--- config.mk ---
export PLATFORM = sky130hd
export DESIGN_NAME = bcd_time_field_counter_flat
export DESIGN_NICKNAME = d
export VERILOG_FILES = /design/src/rtl/clock_pkg.sv /design/src/rtl/bcd_time_field_counter_if.sv /design/src/rtl/bcd_digit_counter.sv /design/src/rtl/bcd_time_field_counter.sv /design/src/flat_wrapper.sv
export SDC_FILE = /design/constraint.sdc
export NUM_CORES = 1
export LEC_CHECK = 0
export ABC_AREA = 1
export BUFFER_PORTS_ARGS = -buffer_cell sky130_fd_sc_hd__buf_2
export CAP_MARGIN = 20
export CORE_ASPECT_RATIO = 1.25
export CORE_MARGIN = 8
export CORE_UTILIZATION = 38
export CTS_CLUSTER_DIAMETER = 150
export DETAILED_ROUTE_END_ITERATION = 6
export HOLD_SLACK_MARGIN = 0.02
export PLACE_DENSITY = 0.62
export SYNTH_ARGS = -nofsm -noshare
export SYNTH_HDL_FRONTEND = slang
export SYNTH_SLANG_ARGS = --single-unit
export TNS_END_PERCENT = 1
--- constraint.sdc ---
create_clock -name clk -period 1.6 [get_ports clk]
set_input_delay 0.16 -clock clk [delete_from_list [all_inputs] [get_ports clk]]
set_output_delay 0.16 -clock clk [all_outputs]
set_load 0.1 [all_outputs]
--- src/rtl/clock_pkg.sv ---
// Shared types and helpers for the BCD clock-field counters.
package clock_pkg;
  typedef logic [3:0] bcd_digit_t;

  typedef struct packed {
    bcd_digit_t tens;
    bcd_digit_t ones;
  } bcd_pair_t;

  localparam int SEC_MIN_MAX = 59;
  localparam int HOUR24_MAX  = 23;
  localparam int HOUR12_MIN  = 1;
  localparam int HOUR12_MAX  = 12;

  function automatic bcd_pair_t to_bcd_pair(input int value);
    bcd_pair_t p;
    p.tens = bcd_digit_t'(value / 10);
    p.ones = bcd_digit_t'(value % 10);
    return p;
  endfunction
endpackage

--- src/rtl/bcd_time_field_counter_if.sv ---
// Control/status bundle of one time-field counter; master drives, slave counts.
interface bcd_time_field_counter_if;
  import clock_pkg::*;

  logic       tick;
  logic       pause;
  logic       dir;
  logic       load;
  bcd_digit_t load_tens;
  bcd_digit_t load_ones;
  bcd_digit_t tens;
  bcd_digit_t ones;
  logic       carry;
  logic       load_err;

  modport master (
    output tick, pause, dir, load, load_tens, load_ones,
    input  tens, ones, carry, load_err
  );

  modport slave (
    input  tick, pause, dir, load, load_tens, load_ones,
    output tens, ones, carry, load_err
  );
endinterface

--- src/rtl/bcd_digit_counter.sv ---
// Single BCD digit with set/inc/dec; inc and dec roll over 9<->0 so the parent
// only has to decide when to step the next digit.
module bcd_digit_counter
  import clock_pkg::*;
#(
  parameter bcd_digit_t RST_VAL = '0
) (
  input  logic       clk,
  input  logic       reset,
  input  logic       i_inc,
  input  logic       i_dec,
  input  logic       i_set,
  input  bcd_digit_t i_set_val,
  output bcd_digit_t o_digit,
  output logic       o_at_nine,
  output logic       o_at_zero
);
  bcd_digit_t r_digit;

  always_ff @(posedge clk or negedge reset) begin
    if (!reset) begin
      r_digit <= RST_VAL;
    end else if (i_set) begin
      r_digit <= i_set_val;
    end else if (i_inc) begin
      r_digit <= o_at_nine ? 4'd0 : r_digit + 4'd1;
    end else if (i_dec) begin
      r_digit <= o_at_zero ? 4'd9 : r_digit - 4'd1;
    end
  end

  assign o_digit   = r_digit;
  assign o_at_nine = (r_digit == 4'd9);
  assign o_at_zero = (r_digit == 4'd0);
endmodule

--- src/rtl/bcd_time_field_counter.sv ---
// Two-digit BCD clock field with range wrap, up/down, checked preset and
// registered carry/borrow for chaining into the next field.
module bcd_time_field_counter
  import clock_pkg::*;
#(
  parameter int MIN_VAL = 0,
  parameter int MAX_VAL = SEC_MIN_MAX
) (
  input logic                      clk,
  input logic                      reset,
  bcd_time_field_counter_if.slave  bus
);
  localparam bcd_pair_t  MIN_BCD = to_bcd_pair(MIN_VAL);
  localparam bcd_pair_t  MAX_BCD = to_bcd_pair(MAX_VAL);
  localparam logic [7:0] MIN_V8  = 8'(MIN_VAL);
  localparam logic [7:0] MAX_V8  = 8'(MAX_VAL);

  if (MAX_VAL > 99 || MIN_VAL < 0 || MIN_VAL >= MAX_VAL) begin : g_param_check
    $fatal(1, "bcd_time_field_counter: need 0 <= MIN_VAL < MAX_VAL <= 99");
  end

  bcd_digit_t w_tens, w_ones;
  bcd_pair_t  w_cur, w_set_pair;
  logic       w_ones_nine, w_ones_zero;
  logic       w_unused_tens_nine, w_unused_tens_zero;
  logic [7:0] w_load_val;
  logic       w_load_ok, w_at_max, w_at_min;
  logic       w_step, w_wrap, w_set;
  logic       w_ones_inc, w_ones_dec, w_tens_inc, w_tens_dec;
  logic       r_carry, r_load_err;

  assign w_cur      = '{tens: w_tens, ones: w_ones};
  assign w_at_max   = (w_cur == MAX_BCD);
  assign w_at_min   = (w_cur == MIN_BCD);
  assign w_load_val = 8'(bus.load_tens) * 8'd10 + 8'(bus.load_ones);
  assign w_load_ok  = (bus.load_tens <= 4'd9) && (bus.load_ones <= 4'd9) &&
                      (w_load_val >= MIN_V8) && (w_load_val <= MAX_V8);

  // A load, valid or not, swallows any tick in the same cycle.
  assign w_step     = !bus.load && !bus.pause && bus.tick;
  assign w_wrap     = w_step && (bus.dir ? w_at_min : w_at_max);
  assign w_set      = (bus.load && w_load_ok) || w_wrap;
  assign w_set_pair = bus.load ? '{tens: bus.load_tens, ones: bus.load_ones}
                               : (bus.dir ? MAX_BCD : MIN_BCD);

  assign w_ones_inc = w_step && !bus.dir && !w_at_max;
  assign w_ones_dec = w_step &&  bus.dir && !w_at_min;
  assign w_tens_inc = w_ones_inc && w_ones_nine;
  assign w_tens_dec = w_ones_dec && w_ones_zero;

  bcd_digit_counter #(.RST_VAL(MIN_BCD.ones)) u_ones (
    .clk       (clk),
    .reset     (reset),
    .i_inc     (w_ones_inc),
    .i_dec     (w_ones_dec),
    .i_set     (w_set),
    .i_set_val (w_set_pair.ones),
    .o_digit   (w_ones),
    .o_at_nine (w_ones_nine),
    .o_at_zero (w_ones_zero)
  );

  bcd_digit_counter #(.RST_VAL(MIN_BCD.tens)) u_tens (
    .clk       (clk),
    .reset     (reset),
    .i_inc     (w_tens_inc),
    .i_dec     (w_tens_dec),
    .i_set     (w_set),
    .i_set_val (w_set_pair.tens),
    .o_digit   (w_tens),
    .o_at_nine (w_unused_tens_nine),
    .o_at_zero (w_unused_tens_zero)
  );

  always_ff @(posedge clk or negedge reset) begin
    if (!reset) begin
      r_carry    <= 1'b0;
      r_load_err <= 1'b0;
    end else begin
      r_carry    <= w_wrap;
      r_load_err <= bus.load && !w_load_ok;
    end
  end

  assign bus.tens     = w_tens;
  assign bus.ones     = w_ones;
  assign bus.carry    = r_carry;
  assign bus.load_err = r_load_err;
endmodule

--- src/flat_wrapper.sv ---
// flat-port wrapper written by rule: the top's interface ports become plain ports
module bcd_time_field_counter_flat import clock_pkg::*;
#(
  parameter int MIN_VAL = 0,
  parameter int MAX_VAL = SEC_MIN_MAX
)
  (clk, reset, bus_tick, bus_pause, bus_dir, bus_load, bus_load_tens, bus_load_ones, bus_tens, bus_ones, bus_carry, bus_load_err);
  bcd_time_field_counter_if bus_i ();
  input logic clk;
  input logic reset;
  input wire logic [$bits(bus_i.tick)-1:0] bus_tick;
  input wire logic [$bits(bus_i.pause)-1:0] bus_pause;
  input wire logic [$bits(bus_i.dir)-1:0] bus_dir;
  input wire logic [$bits(bus_i.load)-1:0] bus_load;
  input wire logic [$bits(bus_i.load_tens)-1:0] bus_load_tens;
  input wire logic [$bits(bus_i.load_ones)-1:0] bus_load_ones;
  output wire logic [$bits(bus_i.tens)-1:0] bus_tens;
  output wire logic [$bits(bus_i.ones)-1:0] bus_ones;
  output wire logic [$bits(bus_i.carry)-1:0] bus_carry;
  output wire logic [$bits(bus_i.load_err)-1:0] bus_load_err;
  assign bus_i.tick = bus_tick;
  assign bus_i.pause = bus_pause;
  assign bus_i.dir = bus_dir;
  assign bus_i.load = bus_load;
  assign bus_i.load_tens = bus_load_tens;
  assign bus_i.load_ones = bus_load_ones;
  assign bus_tens = bus_i.tens;
  assign bus_ones = bus_i.ones;
  assign bus_carry = bus_i.carry;
  assign bus_load_err = bus_i.load_err;
  bcd_time_field_counter #(.MIN_VAL(MIN_VAL), .MAX_VAL(MAX_VAL)) u_core (.clk(clk), .reset(reset), .bus(bus_i));
endmodule
* Word-level counts from Yosys, hierarchy flattened
Index checks and enable logic that the tools add are counted.
Storage, ports and cells: register bits after elaboration 10, input port bits 14, word-level logic and storage cells 56, output and inout bits 10
Cells by class: mux-type cells 13, equality and inequality tests 3, $mul 1, add/subtract/negate cells 5, $lt $le $gt $ge 4, reduce and logical (&&, ||, !) cells 26
Operators with widths (count):
- $mux 4 | 10
- $logic_and 1x1->1 | 14
- $add 4x1->4 const B | 2
- $add 8x4->8 | 1
- $eq 4x4->1 const B | 2
- $eq 8x7->1 const B | 1
- $ge 8x1->1 const B | 1
- $le 4x4->1 const B | 2
- $le 8x6->1 const B | 1
- $logic_not 4->1 | 2
- $logic_not 8->1 | 1
- $mux 8 | 1
- $sub 4x1->4 const B | 2
- $mul 4x3->7 const B | 1
- $mux 7 | 1
- $logic_not 1->1 | 6
- $reduce_bool 3->1 | 2
- $logic_or 1x1->1 | 1
- $mux 1 | 1

* Logic depth before layout (Yosys ltp)
depth in word-level cells 9, mapped depth 17, mapped depth without buffers 17

* Hierarchy
Synthesis repeated with hierarchy kept, for this count alone.
Second synthesis, totals: cell total of the unflattened synthesis 235, area total of the unflattened synthesis 1332.5 µm²
By module, submodules not included:
- bcd_digit_counter | cells an instance 61, area each 352.8 µm², seq. area each 100.1 µm², instances 2
- bcd_time_field_counter | cells an instance 113, area each 626.9 µm², seq. area each 50.0 µm², instances 1

* Worst setup path before layout
No wires, ideal clock.
path type input port to flip-flop, start point in bus_load_tens[1], end point reg u_core.u_ones.r_digit[0] (netlist: u_core.u_ones.o_digit[0]), data arrival time 2.108 ns, required time 1.480 ns, slack -0.628 ns, library setup time 0.120 ns, buffers on the path 1, cell stages on the path 17, cell sequence ha_1 ha_1 fa_1 nand2_1 nor2_1 nand2_1 nand2_1 nand2_1 nand2_1 inv_2 nor2_4 nand3_2 buf_6 nand3_2 nand2_1 nand2_1 nand2_1
On the way: word-level cells in the longest chain between the ends 8, elaborated cells on any way between the ends 12, those cells by class add/sub (1); mul (1); order compare (3); mux (1); reduce/logical (6)
RTL lines:
- start: declaration | line flat_wrapper.sv:15 | input wire logic [$bits(bus_i.load_tens)-1:0] bus_load_tens;
- $mul 4x3->7 | line bcd_time_field_counter.sv:35 | assign w_load_val = 8'(bus.load_tens) * 8'd10 + 8'(bus.load_ones);
- $add 8x4->8 | line bcd_time_field_counter.sv:35
- $ge 8x1->1 | line bcd_time_field_counter.sv:37 | (w_load_val >= MIN_V8) && (w_load_val <= MAX_V8);
- $logic_and 1x1->1 | line bcd_time_field_counter.sv:36 | assign w_load_ok = (bus.load_tens <= 4'd9) && (bus.load_ones <= 4'd9) &&
- $logic_and 1x1->1 * | line bcd_time_field_counter.sv:37
- $logic_and 1x1->1 * | line bcd_time_field_counter.sv:42 | assign w_set = (bus.load && w_load_ok) || w_wrap;
- $logic_or 1x1->1 * | line bcd_time_field_counter.sv:42
- $reduce_bool 3->1 (no line) / $mux 4 (equally long branches)
- end signal: assignment | line bcd_digit_counter.sv:24 | r_digit <= i_set_val;
- end signal: assignment | line bcd_digit_counter.sv:26 | r_digit <= o_at_nine ? 4'd0 : r_digit + 4'd1;
- end signal: assignment | line bcd_digit_counter.sv:28 | r_digit <= o_at_zero ? 4'd9 : r_digit - 4'd1;
- end: declaration | line bcd_digit_counter.sv:18 | bcd_digit_t r_digit;
Every way passes the cells marked *; elsewhere a longest branch is shown, timed or not. A chain may end at the register's enable or synchronous reset.

* Final worst setup path
start point in bus_load_tens[1], end point reg u_core.u_tens.r_digit[0] (netlist: u_core.u_tens.o_digit[0])
On the way: word-level cells in the longest chain between the ends 8, elaborated cells on any way between the ends 12, those cells by class add/sub (1); mul (1); order compare (3); mux (1); reduce/logical (6)
RTL lines (line):
- $mul 4x3->7 | bcd_time_field_counter.sv:35
- $add 8x4->8 | bcd_time_field_counter.sv:35
- $ge 8x1->1 | bcd_time_field_counter.sv:37
- $logic_and 1x1->1 | bcd_time_field_counter.sv:36
- $logic_and 1x1->1 * | bcd_time_field_counter.sv:37
- $logic_and 1x1->1 * | bcd_time_field_counter.sv:42
- $logic_or 1x1->1 * | bcd_time_field_counter.sv:42
- $reduce_bool 3->1 (no line) / $mux 4 (equally long branches)
- end signal: assignment | bcd_digit_counter.sv:24
- end signal: assignment | bcd_digit_counter.sv:26
- end signal: assignment | bcd_digit_counter.sv:28
- end: declaration | bcd_digit_counter.sv:18
Marked as above.

==> results.py <==
metrics = {
    "die": {
        "die-area_um2": 5630,
        "die_h_um": 81.9,
        "start_util": 0.389,
        "die-width_um": 68.7,
        "core_um2": 3390,
        "boundaryPins": 24,
        "fp-row-count": 24,
    },
    "clocking": {
        "cts_root_buffer": "clkbuf_8",
        "cts_tree": "built",
        "clock_tree.buffer_depth": 2,
        "worst_skew_pair.late_latency_ps": 240,
        "tritoncts_buffer_count": 3,
        "clock_sink_count": 10,
        "cts_htree_levels": 1,
        "cts.clk_slew.worst_paths_ps": 50,
    },
    "routing": {
        "drtIter0Drc": 78,
        "avgRoutedWirePerCell_um": 11.1,
        "ant_nets": 0,
        "first_pass_iters": 4,
        "route.vias.total": 1461,
        "drt-vias-per-instance": 4.73,
        "route.detailed.drc": 0,
        "wl_mm": 3.42,
    },
    "sta": {
        "hold_viol": 0,
        "timing_worst_slew_pin_value_ps": 491,
        "final.period_utilization": 1.31,
        "grt_setup_unrepaired": "true",
        "setup_viol_count_final": 9,
        "fmaxAchievable_mhz": 478,
        "fin_ws_ps": -493,
        "final.setup.tns_ps": -3990,
        "slew_headroom": 0.675,
        "timing.clock.skew_ps": 5.37,
        "max_slew_violation_count": 0,
        "finalWorstPathRequiredPeriod_ps": 2090,
    },
    "setup_path": {
        "crit_path_start_kind": "primary input",
        "crit_path_top_delay_cell": "fa_1",
        "worst-setup-path-type": "in -> reg",
        "worst_path_dominant_cell_family": "adder cells",
        "endpoint_kind": "flip-flop",
        "cpMostUsedCell": "nand2_1",
        "cp.arrival_ps": 2220,
        "critical-path-max-stage-delay_ps": 520,
        "cp_max_fo": 10,
        "worst_ep_required_ps": 1720,
        "critical_path.cell_chain": "buf_8, ha_4, ha_4, fa_1, nand2_1, nor2_1, nand2_1, nand2_1, nand2_1, nand2_1, inv_2, nor2_4, nand3_4, buf_12, nand3_2, nand2_1, nand2_1, nand2_1",
        "buffers_and_inverters_on_the_worst_path": 3,
    },
    "layout": {
        "seq_area_um2": 250,
        "drive_gt1_frac": 0.341,
        "num-nets-final": 294,
        "area_used_by_multi_input_combinational_logic_um2": 970,
        "area_delta_synth_final_pct": 39.4,
        "filler_cell_count_in_the_final_layout": 344,
        "fin_area_um2": 1840,
        "antenna_cells": 0,
    },
    "synth": {
        "synth_mux_area_frac": 0,
        "yosysWarningCount": 0,
        "post_synth_num_cell_types": 28,
        "yosys.area_share.simple": 0.526,
        "postSynthRegisterBits": 10,
        "syn-instance-count": 214,
        "share_of_the_synthesized_area_in_compound_gates_ao_oa_aoi_oai": 0.0787,
        "synth_area_um2": 1320,
        "synth_fa_ha_area_frac": 0.0967,
        "largest_family_of_logic_cells_by_synthesized_area": "simple AND/OR/NAND/NOR gates",
        "netlist.top_cell.by_area": "nand2_1",
        "synthesis.nets": 237,
        "seq_area_frac_synth": 0.190,
        "syn_avg_cell_area_um2": 6.17,
        "post_synth_main_area_contributors": "nand2_1 27%, dfrtp_1 19%, nand3_2 6.8%",
        "synth_top_cell_area_share": 0.273,
        "post_synthesis_share_of_cell_area_spent_on_xor_and_xnor_gates": 0.00664,
    },
    "run_status": {
        "violations_in_the_final_reports": "setup timing",
        "outcome": "finished with violations",
    },
    "power_and_ir_drop": {
        "vdd_ir_drop_max_v": 0.00131,
        "powerDensity_nw_per_um2": 1590,
        "p_leak_nw": 1.07,
    },
    "grt": {
        "antenna_violations_before_repair": 0,
        "global_route_wire_length_before_repair_mm": 6.12,
        "grt_remaining_overflow": 0,
        "track_usage": 0.137,
        "first_global_vias": 1491,
        "grt_start_max_net_pins": 11,
    },
    "worst_hold_path": {
        "holdCritPathClass": "in -> reg",
    },
    "placed_design": {
        "dp.final_hpwl_mm": 2.95,
        "detailed_place.area_um2": 1740,
        "numPortBuffers": 23,
        "globalplace.congestion": 0.845,
    },
    "flow_run": {
        "timing.max_cap.violations": 0,
    },
}
layout make-up:
| class | instances | share of cell area |
|---|---|---|
| multi-input cells | 172 | 0.527 |
| flip-flops and latches | 10 | 0.136 |
| repair buffers | 54 | 0.220 |
| well taps | 39 | 0.0265 |
| inverters | 30 | 0.0612 |
| clock buffers | 4 | 0.0299 |
synthesized netlist by cell type:
master / n
inv_2: 9
o211ai_1: 1
nor2_4: 1
o21ai_2: 1
a21oi_1: 3
xor2_1: 1
ha_1: 7
inv_1: 21
nand2_2: 2
nor2_1: 11
nand4_1: 3
a31oi_1: 1
o22ai_1: 1
buf_6: 2
fa_1: 2
o21bai_1: 1
dfrtp_1: 10
o21ai_0: 6
nand4_4: 2
nand3_2: 9
nand3b_1: 1
nand2_1: 96
o31ai_1: 1
o21ai_1: 3
nand4_2: 1
nor2_2: 6
nor3_1: 1
nand3_1: 11
metrics by stage:
step,setup slack [ps],utilization,total power [mW],cells,hold WS [ps]
after detailed placement,-867,0.514,2.60,303,38.8
after floorplan,-590,-,2.02,214,-136
final,-493,0.542,2.93,309,250
after global placement,-819,0.514,2.59,303,38.9
after global routing,-669,0.542,3.17,309,246
after CTS,-478,0.541,2.95,309,247
power breakdown:
part	total, mW	internal (mW)	switching [mW]
sequential	0.428	0.346	0.0825
clock	0.321	0.217	0.104
combinational	2.18	0.706	1.48
registers in the layout, summed over array words and instances, names as in the netlist:
signal	cells
u_core.u_ones.o_digit	4
u_core.u_tens.o_digit	4
u_core.bus.carry	1
u_core.bus.load_err	1
layout by cell type (no fill, tap or decap), types with 3 or more instances in the layout:
master | synthesis | final
nand4_1 | 3 | 3
nor2_2 | 6 | 6
o21ai_1 | 3 | 3
nand3_2 | 9 | 8
nand2_1 | 96 | 96
o21ai_0 | 6 | 6
buf_2 | 0 | 21
nor2_1 | 11 | 11
nand3_1 | 11 | 11
inv_2 | 9 | 10
ha_1 | 7 | 4
a21oi_1 | 3 | 3
clkbuf_8 | 0 | 4
buf_12 | 0 | 3
buf_4 | 0 | 27
inv_1 | 21 | 20
dfrtp_1 | 10 | 10
logic make-up (layout without fill, tap and decap cells):
group	count (synthesis)	count (layout)
AND/OR/NAND/NOR	144	144
buffers and inverters	32	88
AO/OA/AOI/OAI	18	18
flip-flops	10	10
adder cells (fa/ha/maj)	9	9
XOR/XNOR	1	1
worst min-delay path, cell delays in order:
cell and delay (ps):
buf_2 120, nand4_1 90, o21ai_2 60
what timing repair did:
item                       4_1_cts  5_1_grt
hold endpoints to repair        10        0
gates resized for setup          3        2
hold buffers                     1        0
buffers inserted                 1        0
pin swaps                        1        1
setup endpoints to repair        9        9
layer usage:
layer	share of wire	GRT usage	vias to the layer above
li1	-	-	791
met1	0.42	0.144	644
met2	0.53	0.260	22
met3	0.033	0.0218	4
met4	0.012	0.0543	0
met5	0	0	-
worst paths after layout:
kind / slack (ps) / start / end / cells after the start
max: -490 / bus_load_tens[1] / u_core.u_tens.o_digit[0] / 18
min: 250 / bus_tick / u_core.bus.carry / 3
max reg2reg: 60 / u_core.u_ones.o_digit[0] / u_core.u_ones.o_digit[3] / 10
min reg2reg: 640 / u_core.u_ones.o_digit[2] / u_core.u_ones.o_digit[2] / 3
max in group asynchronous: 1080 / reset / u_core.u_tens.o_digit[2] / 2
min in group asynchronous: 320 / reset / u_core.u_ones.o_digit[1] / 2
No activity file was read; power rests on OpenSTA's default activity.
